## config.mk

```make
export PLATFORM = sky130hd
export DESIGN_NAME = shift_seq_arbiter
export DESIGN_NICKNAME = d
export VERILOG_FILES = /design/src/rtl/shift_seq_arbiter.sv
export SDC_FILE = /design/constraint.sdc
export NUM_CORES = 1
export LEC_CHECK = 0
export CORE_ASPECT_RATIO = 0.7
export CORE_MARGIN = 5
export CORE_UTILIZATION = 35
export CTS_CLUSTER_DIAMETER = 200
export CTS_CLUSTER_SIZE = 20
export DETAILED_ROUTE_END_ITERATION = 10
export PLACE_DENSITY_LB_ADDON = 0.25
export SLEW_MARGIN = 20
export SYNTH_ARGS = -nofsm -noshare
export SYNTH_HDL_FRONTEND = slang
export SYNTH_SLANG_ARGS = --single-unit
```

## constraint.sdc

```tcl
create_clock -name clk -period 3.7 [get_ports clk]
set_input_delay 0.37 -clock clk [delete_from_list [all_inputs] [get_ports clk]]
set_output_delay 0.37 -clock clk [all_outputs]
set_load 0.05 [all_outputs]
```

## src/rtl/shift_seq_arbiter.sv

```systemverilog
// Two-requester round-robin front end for a single shift-left-by-one datapath.
// Variable shifts of 0..N-1 are performed iteratively, one bit per clock.
module shift_seq_arbiter #(
    parameter int N  = 32,
    parameter int SW = $clog2(N)
) (
    input  logic          clk,
    input  logic          rst_n,
    input  logic          req0_valid,
    output logic          req0_ready,
    input  logic [N-1:0]  req0_a,
    input  logic [SW-1:0] req0_amt,
    input  logic          req1_valid,
    output logic          req1_ready,
    input  logic [N-1:0]  req1_a,
    input  logic [SW-1:0] req1_amt,
    output logic          res_valid,
    input  logic          res_ready,
    output logic          res_id,
    output logic [N-1:0]  res_b,
    output logic          busy
);

    typedef enum logic [1:0] {
        IDLE  = 2'd0,
        SHIFT = 2'd1,
        HOLD  = 2'd2
    } state_t;

    state_t        state_q, state_d;
    logic [N-1:0]  acc_q, acc_d;
    logic [SW-1:0] cnt_q, cnt_d;
    logic          id_q, id_d;
    logic          ptr_q, ptr_d;
    logic [N-1:0]  res_b_q, res_b_d;
    logic          res_id_q, res_id_d;

    logic [1:0]    valid_vec;
    logic [1:0]    ready_vec;
    logic          gnt_any;
    logic          gnt_id;
    logic [N-1:0]  sel_a;
    logic [SW-1:0] sel_amt;
    logic [N-1:0]  acc_shl;

    assign valid_vec = {req1_valid, req0_valid};
    assign gnt_any   = |valid_vec;
    // On contention the pointer decides; otherwise the sole valid requester wins.
    assign gnt_id    = (&valid_vec) ? ptr_q : req1_valid;
    assign sel_a     = gnt_id ? req1_a : req0_a;
    assign sel_amt   = gnt_id ? req1_amt : req0_amt;
    assign acc_shl   = {acc_q[N-2:0], 1'b0};

    // READY is gated by rst_n so it drops asynchronously while reset is held.
    for (genvar gi = 0; gi < 2; gi++) begin : g_ready
        assign ready_vec[gi] = rst_n && (state_q == IDLE) && valid_vec[gi]
                               && (gnt_id == 1'(gi));
    end

    assign req0_ready = ready_vec[0];
    assign req1_ready = ready_vec[1];
    assign res_valid  = (state_q == HOLD);
    assign busy       = (state_q != IDLE);
    assign res_b      = res_b_q;
    assign res_id     = res_id_q;

    always_comb begin
        state_d  = state_q;
        acc_d    = acc_q;
        cnt_d    = cnt_q;
        id_d     = id_q;
        ptr_d    = ptr_q;
        res_b_d  = res_b_q;
        res_id_d = res_id_q;
        case (state_q)
            IDLE: begin
                if (gnt_any) begin
                    acc_d = sel_a;
                    cnt_d = sel_amt;
                    id_d  = gnt_id;
                    ptr_d = ~gnt_id;
                    if (sel_amt == '0) begin
                        state_d  = HOLD;
                        res_b_d  = sel_a;
                        res_id_d = gnt_id;
                    end else begin
                        state_d = SHIFT;
                    end
                end
            end
            SHIFT: begin
                acc_d = acc_shl;
                cnt_d = cnt_q - SW'(1);
                // Result register is loaded on the way into HOLD so it stays put afterwards.
                if (cnt_q == SW'(1)) begin
                    state_d  = HOLD;
                    res_b_d  = acc_shl;
                    res_id_d = id_q;
                end
            end
            HOLD: begin
                if (res_ready) begin
                    state_d = IDLE;
                end
            end
            default: state_d = IDLE;
        endcase
    end

    always_ff @(posedge clk or negedge rst_n) begin
        if (!rst_n) begin
            state_q  <= IDLE;
            acc_q    <= '0;
            cnt_q    <= '0;
            id_q     <= 1'b0;
            ptr_q    <= 1'b0;
            res_b_q  <= '0;
            res_id_q <= 1'b0;
        end else begin
            state_q  <= state_d;
            acc_q    <= acc_d;
            cnt_q    <= cnt_d;
            id_q     <= id_d;
            ptr_q    <= ptr_d;
            res_b_q  <= res_b_d;
            res_id_q <= res_id_d;
        end
    end

endmodule

```

==> summary.md, run 1 <==
| Metric | Value |
|---|---|
| Design area | 0.005567 mm² |
| Sum Neg Setup Slack | 0 ns |
| HPWL Detailed | 7931 µm |
| H-tree depth reported by CTS | 3 |
| TritonCTS Buffers | 9 |
| Clk root buf | sky130_fd_sc_hd__clkbuf_16 |
| Number of detailed-route iterations in the first pass | 5 |
| Power density over the cells | 1002 mW/mm² |
| GRT Util Overall | 17.06% |
| Type of destination of the critical path | primary output |
| Worst relative slew slack | 30.52% |
| Combinational family with the most area after synthesis | multiplexers |
| Die width | 136.6 µm |
| Result of the run | completed |
| Number of synthesized flops with an enable pin | 0 |
| First-pass GRT wire length | 17910 µm |
| Kind of cell with the highest combined delay on the critical path | buffers and inverters |
| Endpoints failing setup | 0 |
| Clock Sinks | 73 |
| Placed standard-cell area | 0.005214 mm² |
| Worst min-delay path category | primary input to async pin |
| Sequential area share after synthesis | 46.53% |
| Area overhead of the layout relative to synthesis | 41.78% |
| Worst voltage drop across the vdd grid | 0.0005511 V |
| Initial standard-cell utilization of the core | 35.66% |
| Setup Skew | 0.005241 ns |
| Number of top-level pins | 116 |
| Endpoint of the most critical setup path | req0_ready |
| Fraction of layout cells with a size suffix above 1 | 21.13% |
| Xor-xnor portion of the synthesized cell area | 0% |
| Count of cell instances traversed by the critical path | 3 |
| Proportion of synthesized flip-flops having asynchronous set or reset | 100.0% |
| Critical path launch point | state_q[0]$_DFFE_PN0P_ |
| Detail-routed net length per standard cell | 17.85 µm |
| Terminus of the critical flop-to-flop path | res_b[13]$_DFFE_PN0P_ |
| Reg-to-reg setup timing slack | 1.34 ns |
| Reg2reg path depth | 7 |
| Transition time at the pin with the least slew margin | 1.040 ns |
| Initial DRC count | 195 |
| Antenna viol nets, final | 0 |
| Largest net degree at the start of global routing | 61 |
| Mean instance size in the synthesized netlist | 10.61 µm² |
| Yosys warns | 0 |
| GPL Wtd Cong | 0.7963 |
| DRC violations left | 0 |
| Clock period minus final worst setup slack | 2.690 ns |
| Synthesized-area fraction occupied by ao, oa, aoi and oai cells | 15.26% |
| Cell variety after synth | 36 |
| Maximum number of buffers from clock root to sink | 2 |
| Final cycle utilization of the critical path | 72.71% |
| Netlist area before placement | 0.003926 mm² |
| Hold_ws | 0.4468 ns |
| Static Leak | 2.287 nW |
| Delay of the slowest cell on the worst path | 0.80 ns |
| Crit start category | register |
| Average vias per placed instance | 5.268 |
| Via count of the first global-routing pass | 3430 |
| #FFs+latches synth | 73 |
| Ordered cell list for the critical path | nor2_1 > and4_1 > clkdlybuf4s50_1 |
| Latest clock arrival within the worst-skew pair | 0.33 ns |
| Proportion of synthesized area in mux cells | 20.84% |
| Number of port buffers | 115 |
| Critical-path top delay cell | sky130_fd_sc_hd__clkdlybuf4s50_1 |
| Number of pins with negative max-slew slack in the final report | 0 |
| Height of the die | 98.62 µm |
| Cts repair resizes | 0 |
| Nets | 555 |
| Startpoint-to-endpoint class of the critical path | register to primary output |
| Placeable Area | 0.01101 mm² |
| Number of nets produced by synthesis | 451 |
| Simple-gate area share of the yosys netlist | 12.52% |
| TritonCTS clock tree | yes |
| Routed via count | 3324 |
| Largest fanout of any net on the critical path | 14 |
| Bufs and invs on worst path | 1 |
| Antenna violations before repair | 0 |
| Setup bufs post-CTS | 0 |
| Arrival time at the worst endpoint | 2.32 ns |
| Number of inserted diodes | 0 |
| Setup repair after global routing missed its margin | no |
| Commonest register cell after synthesis | sky130_fd_sc_hd__dfrtp_1 |
| Required @ worst endpoint | 3.33 ns |
| Reg-to-reg critical path startpoint | cnt_q[1]$_DFFE_PN0P_ |
| Adder-cell share of the synthesized area | 0.6373% |
| Maximum clock frequency | 371.7 MHz |
| Total wire length | 11260 µm |
| Cell row count | 32 |
| Number of fillers in the final layout | 974 |
| Max-cap check violation count | 0 |
| Hold Violations, Final | 0 |
| Clock-pin slew reported for the worst setup and hold paths after clock tree synthesis | 0.06 ns |
| Die outline area | 0.01347 mm² |
| Number of instances in the synthesized netlist | 370 |
| GRT Residual Overflow | 0 |
-- synthesized netlist by cell type, drive strengths merged, types with 2 or more instances --
cell     n  share of area, %
o21ai   37               4.7
a211oi   2              0.83
and3     4              0.64
o31ai    3              0.92
dfrtp   73                47
nand3   34               4.3
clkbuf  23               2.2
inv      6              0.57
nor3     3              0.38
nand2   11               1.1
nor2b    2              0.32
a21boi   3              0.57
nor2    38               3.6
buf      8               1.4
mux2    63                21
or4      3              0.57
a31oi   33               5.3
a21oi    6              0.76
nand2b   3              0.48
o221a    3              0.86
ha       2              0.64
-- report_power, final --
part / internal [mW] / total (mW) / leakage, nW / switching (mW)
clock: 0.673 / 0.995 / 0.169 / 0.322
combinational: 1.38 / 3.07 / 1.27 / 1.69
sequential: 1.23 / 1.51 / 0.845 / 0.285
-- timing repair --
action | in CTS | in global routing
setup endpoints to repair | 0 | 0
hold buffers | 1 | 0
endpoints found under the hold margin | 13 | 0
-- cells in the final DEF (no fill, tap or decap), types with 2 or more instances in the layout --
master and n:
sky130_fd_sc_hd__or4_1 3, sky130_fd_sc_hd__a21boi_0 3, sky130_fd_sc_hd__nand2b_2 2, sky130_fd_sc_hd__nand3_1 34, sky130_fd_sc_hd__clkbuf_16 9, sky130_fd_sc_hd__clkdlybuf4s50_1 113
sky130_fd_sc_hd__a21oi_1 6, sky130_fd_sc_hd__o31ai_1 2, sky130_fd_sc_hd__dfrtp_1 73, sky130_fd_sc_hd__nor2_1 37, sky130_fd_sc_hd__a31oi_1 33, sky130_fd_sc_hd__o221a_2 3
sky130_fd_sc_hd__buf_4 8, sky130_fd_sc_hd__mux2_4 29, sky130_fd_sc_hd__ha_1 2, sky130_fd_sc_hd__inv_1 6, sky130_fd_sc_hd__nand2_1 11, sky130_fd_sc_hd__bufinv_16 3
sky130_fd_sc_hd__and3_1 4, sky130_fd_sc_hd__mux2_2 34, sky130_fd_sc_hd__nor3_1 3, sky130_fd_sc_hd__o21ai_0 37
-- worst min path at each step --
stage | start | endpoint | slack (ns) | depth (start not counted)
after floorplan | rst_n | acc_q[0]$_DFFE_PN0P_ | 0.07 | 0
after global placement | rst_n | res_b[6]$_DFFE_PN0P_ | 0.24 | 1
after detailed placement | rst_n | res_b[8]$_DFFE_PN0P_ | 0.25 | 1
after CTS | rst_n | res_b[8]$_DFFE_PN0P_ | 0.45 | 2
after global routing | rst_n | res_b[8]$_DFFE_PN0P_ | 0.46 | 2
final | rst_n | res_b[8]$_DFFE_PN0P_ | 0.45 | 2
-- cell type report --
class / instances / area [µm²] / area share (%)
clock inverters: 5 / 103.9 / 1.866
clock buffers: 10 / 239.0 / 4.293
repair buffers: 124 / 1234 / 22.16
flip-flops and latches: 73 / 1827 / 32.82
well taps: 153 / 191.4 / 3.439
multi-input cells: 260 / 1949 / 35.02
inverters: 6 / 22.52 / 0.4046
-- through the flow --
| stage | utilization [%] | setup slack [ns] | power, mW | cells |
|---|---|---|---|---|
| floorplan | - | 1.523 | 3.708 | 370 |
| global placement | 47.10 | 1.004 | 4.488 | 614 |
| finish | 50.56 | 1.010 | 5.578 | 631 |
| CTS | 50.56 | 1.004 | 5.618 | 631 |
| global route | 50.56 | 0.8491 | 5.903 | 631 |
| detailed placement | 47.35 | 0.9306 | 4.590 | 615 |
-- registers in the layout, summed over array words and instances, names as in the netlist --
register  cells
state_q       2
cnt_q         5
ptr_q         1
res_b        32
acc_q        31
id_q          1
res_id        1
-- cell families (layout without fill, tap and decap cells) --
kind of cell	after synthesis	count (layout)
simple gates	102	102
compound gates	93	93
flops	73	73
mux	63	63
buf+inv	37	145
fa+ha+maj	2	2
-- per-layer routing --
layer	wire length (µm)	vias up	track usage, %	part of all wire, %
li1	-	1566	-	-
met2	4837	121	25.25	43
met5	0	-	0	0
met3	897	14	6.020	8.0
met4	141	0	4.802	1.3
met1	5384	1623	23.65	48
No activity file was read; power rests on OpenSTA's default activity.
==> inputs of run 2 (changes only) <==
==> constraint.sdc (replaced) <==
create_clock -name clk -period 2.55 [get_ports clk]
set_input_delay 0.255 -clock clk [delete_from_list [all_inputs] [get_ports clk]]
set_output_delay 0.255 -clock clk [all_outputs]
set_load 0.05 [all_outputs]
==> run 2 against run 1 <==
Net effect:
- critical path depth is the same
- worst hold slack worse by 0.44 ns
- worst setup slack got worse by 0.87 ns
- power up 46%
- routed wire length up 1.9%
- largest power group unchanged
- highest routed layer unchanged
==> summary.md, run 2 (same netlist as run 1, synthesis figures left out) <==
| Metric | Value |
|---|---|
| Endpoints failing setup | 0 |
| Max-cap check violation count | 0 |
| GPL Wtd Cong | 0.8811 |
| Sum Neg Setup Slack | 0 ns |
| Clock Sinks | 73 |
| Die width | 136.6 µm |
| Latest clock arrival within the worst-skew pair | 0.33 ns |
| Arrival time at the worst endpoint | 2.15 ns |
| DRC violations left | 0 |
| Setup repair after global routing missed its margin | no |
| Number of port buffers | 115 |
| Placeable Area | 0.01101 mm² |
| Crit start category | register |
| Nets | 560 |
| Initial standard-cell utilization of the core | 35.66% |
| Cts repair resizes | 0 |
| Largest net degree at the start of global routing | 65 |
| Leading cell types in the layout, fill and taps excluded | sky130_fd_sc_hd__clkdlybuf4s50_1, sky130_fd_sc_hd__dfrtp_1, sky130_fd_sc_hd__nor2_1, sky130_fd_sc_hd__o21ai_0 |
| Worst min-delay path category | primary input to async pin |
| Initial DRC count | 221 |
| Area overhead of the layout relative to synthesis | 43.66% |
| Detail-routed net length per standard cell | 18.02 µm |
| HPWL Detailed | 8192 µm |
| Setup bufs post-CTS | 0 |
| Cts-stage hold buffer count | 0 |
| Delay of the slowest cell on the worst path | 0.85 ns |
| Largest register FFs | 32 |
| Height of the die | 98.62 µm |
| Maximum number of buffers from clock root to sink | 2 |
| Hold Violations, Final | 0 |
| Largest fanout of any net on the critical path | 9 |
| Via count of the first global-routing pass | 3433 |
| Routed via count | 3386 |
| Worst voltage drop across the vdd grid | 0.0005257 V |
| Setup Skew | 0.006395 ns |
| GRT Util Overall | 17.11% |
| First-pass GRT wire length | 18250 µm |
| Antenna violations before repair | 0 |
| Static Leak | 2.325 nW |
| Average vias per placed instance | 5.316 |
| Kind of cell with the highest combined delay on the critical path | buffers and inverters |
| Ordered cell list for the critical path | inv_1 > nor2_1 > clkdlybuf4s50_1 |
| Fraction of layout cells with a size suffix above 1 | 22.52% |
| Die outline area | 0.01347 mm² |
| Design area | 0.005640 mm² |
| Number of top-level pins | 116 |
| Worst relative slew slack | 29.83% |
| Power density over the cells | 1447 mW/mm² |
| Hold_ws | 0.007590 ns |
| Number of pins with negative max-slew slack in the final report | 0 |
| Type of destination of the critical path | primary output |
| H-tree depth reported by CTS | 3 |
| TritonCTS clock tree | yes |
| Clock period minus final worst setup slack | 2.406 ns |
| Total wire length | 11480 µm |
| Final cycle utilization of the critical path | 94.35% |
| Startpoint-to-endpoint class of the critical path | register to primary output |
| TritonCTS Buffers | 9 |
| Number of inserted diodes | 0 |
| Clock-pin slew reported for the worst setup and hold paths after clock tree synthesis | 0.06 ns |
| Placed standard-cell area | 0.005296 mm² |
| Required @ worst endpoint | 2.30 ns |
| Transition time at the pin with the least slew margin | 1.050 ns |
| Antenna viol nets, final | 0 |
| Cell row count | 32 |
| Most common cell after layout, fill and taps aside | sky130_fd_sc_hd__clkdlybuf4s50_1 |
| Number of detailed-route iterations in the first pass | 4 |
| Clk root buf | sky130_fd_sc_hd__clkbuf_16 |
| Critical-path top delay cell | sky130_fd_sc_hd__clkdlybuf4s50_1 |
| Result of the run | completed |
| Maximum clock frequency | 415.6 MHz |
| GRT Residual Overflow | 0 |
| Bufs and invs on worst path | 2 |
==> run 2: changes by cell type in the layout (fill, tap and decap cells not counted), sizes merged <==
cell and change:
clkdlybuf4s50 -2, buf +8, clkinvlp +1, clkinv -1
dlygate4sd3 -1, inv +1
==> run 2: path summary, 6_finish.rpt <==
| check | startpoint | slack, ns | endpoint | cells after the start |
|---|---|---|---|---|
| worst max-delay path | state_q[1]$_DFFE_PN0P_ | 0.14 | res_valid | 3 |
| worst min-delay path | rst_n | 0.008 | ptr_q$_DFFE_PN0P_ | 2 |
| worst max register to register | cnt_q[1]$_DFFE_PN0P_ | 0.25 | res_b[29]$_DFFE_PN0P_ | 7 |
| worst min register to register | id_q$_DFFE_PN0P_ | 0.50 | id_q$_DFFE_PN0P_ | 1 |
| max in group asynchronous | rst_n | 2.10 | res_b[16]$_DFFE_PN0P_ | 2 |
| min in group clk | req1_valid | 0.31 | ptr_q$_DFFE_PN0P_ | 2 |
==> run 2: cell type report <==
cell class,instances,area (µm²)
flip-flops and latches,73,1827
repair buffers,129,1306
clock inverters,6,115.1
multi-input cells,260,1949
clock buffers,10,229.0
fillers,971,5370
well taps,153,191.4
inverters,6,22.52
==> run 2: worst register-to-register path, cell delays in order (launching register included) <==
cell,delay (ns)
sky130_fd_sc_hd__dfrtp_1,0.40
sky130_fd_sc_hd__inv_1,0.13
sky130_fd_sc_hd__ha_1,0.15
sky130_fd_sc_hd__or4b_4,0.49
sky130_fd_sc_hd__a211oi_4,0.34
sky130_fd_sc_hd__o31ai_4,0.16
sky130_fd_sc_hd__buf_12,0.20
sky130_fd_sc_hd__mux2_4,0.32
==> run 2: through the flow <==
step | setup slack (ns) | power, mW | cells | util, %
floorplan | 0.3731 | 5.380 | 370 | -
global placement | 0.1564 | 6.644 | 621 | 48.10
detailed placement | 0.07703 | 6.739 | 621 | 48.10
CTS | 0.1278 | 8.226 | 637 | 51.23
global route | 0.06185 | 8.612 | 637 | 51.23
finish | 0.1441 | 8.161 | 637 | 51.23
==> run 2: report_power, final <==
part | internal (mW) | total, mW | switching (mW)
combinational | 2.07 | 4.53 | 2.46
sequential | 1.78 | 2.18 | 0.399
clock | 0.961 | 1.45 | 0.492
==> run 2: metal layers <==
layer,GRT usage [%],part of all wire [%],up-vias
met5,0,0,-
met4,5.809,1.1,0
met3,4.388,6.8,12
met2,24.87,44,122
met1,24.70,48,1670
li1,-,-,1582
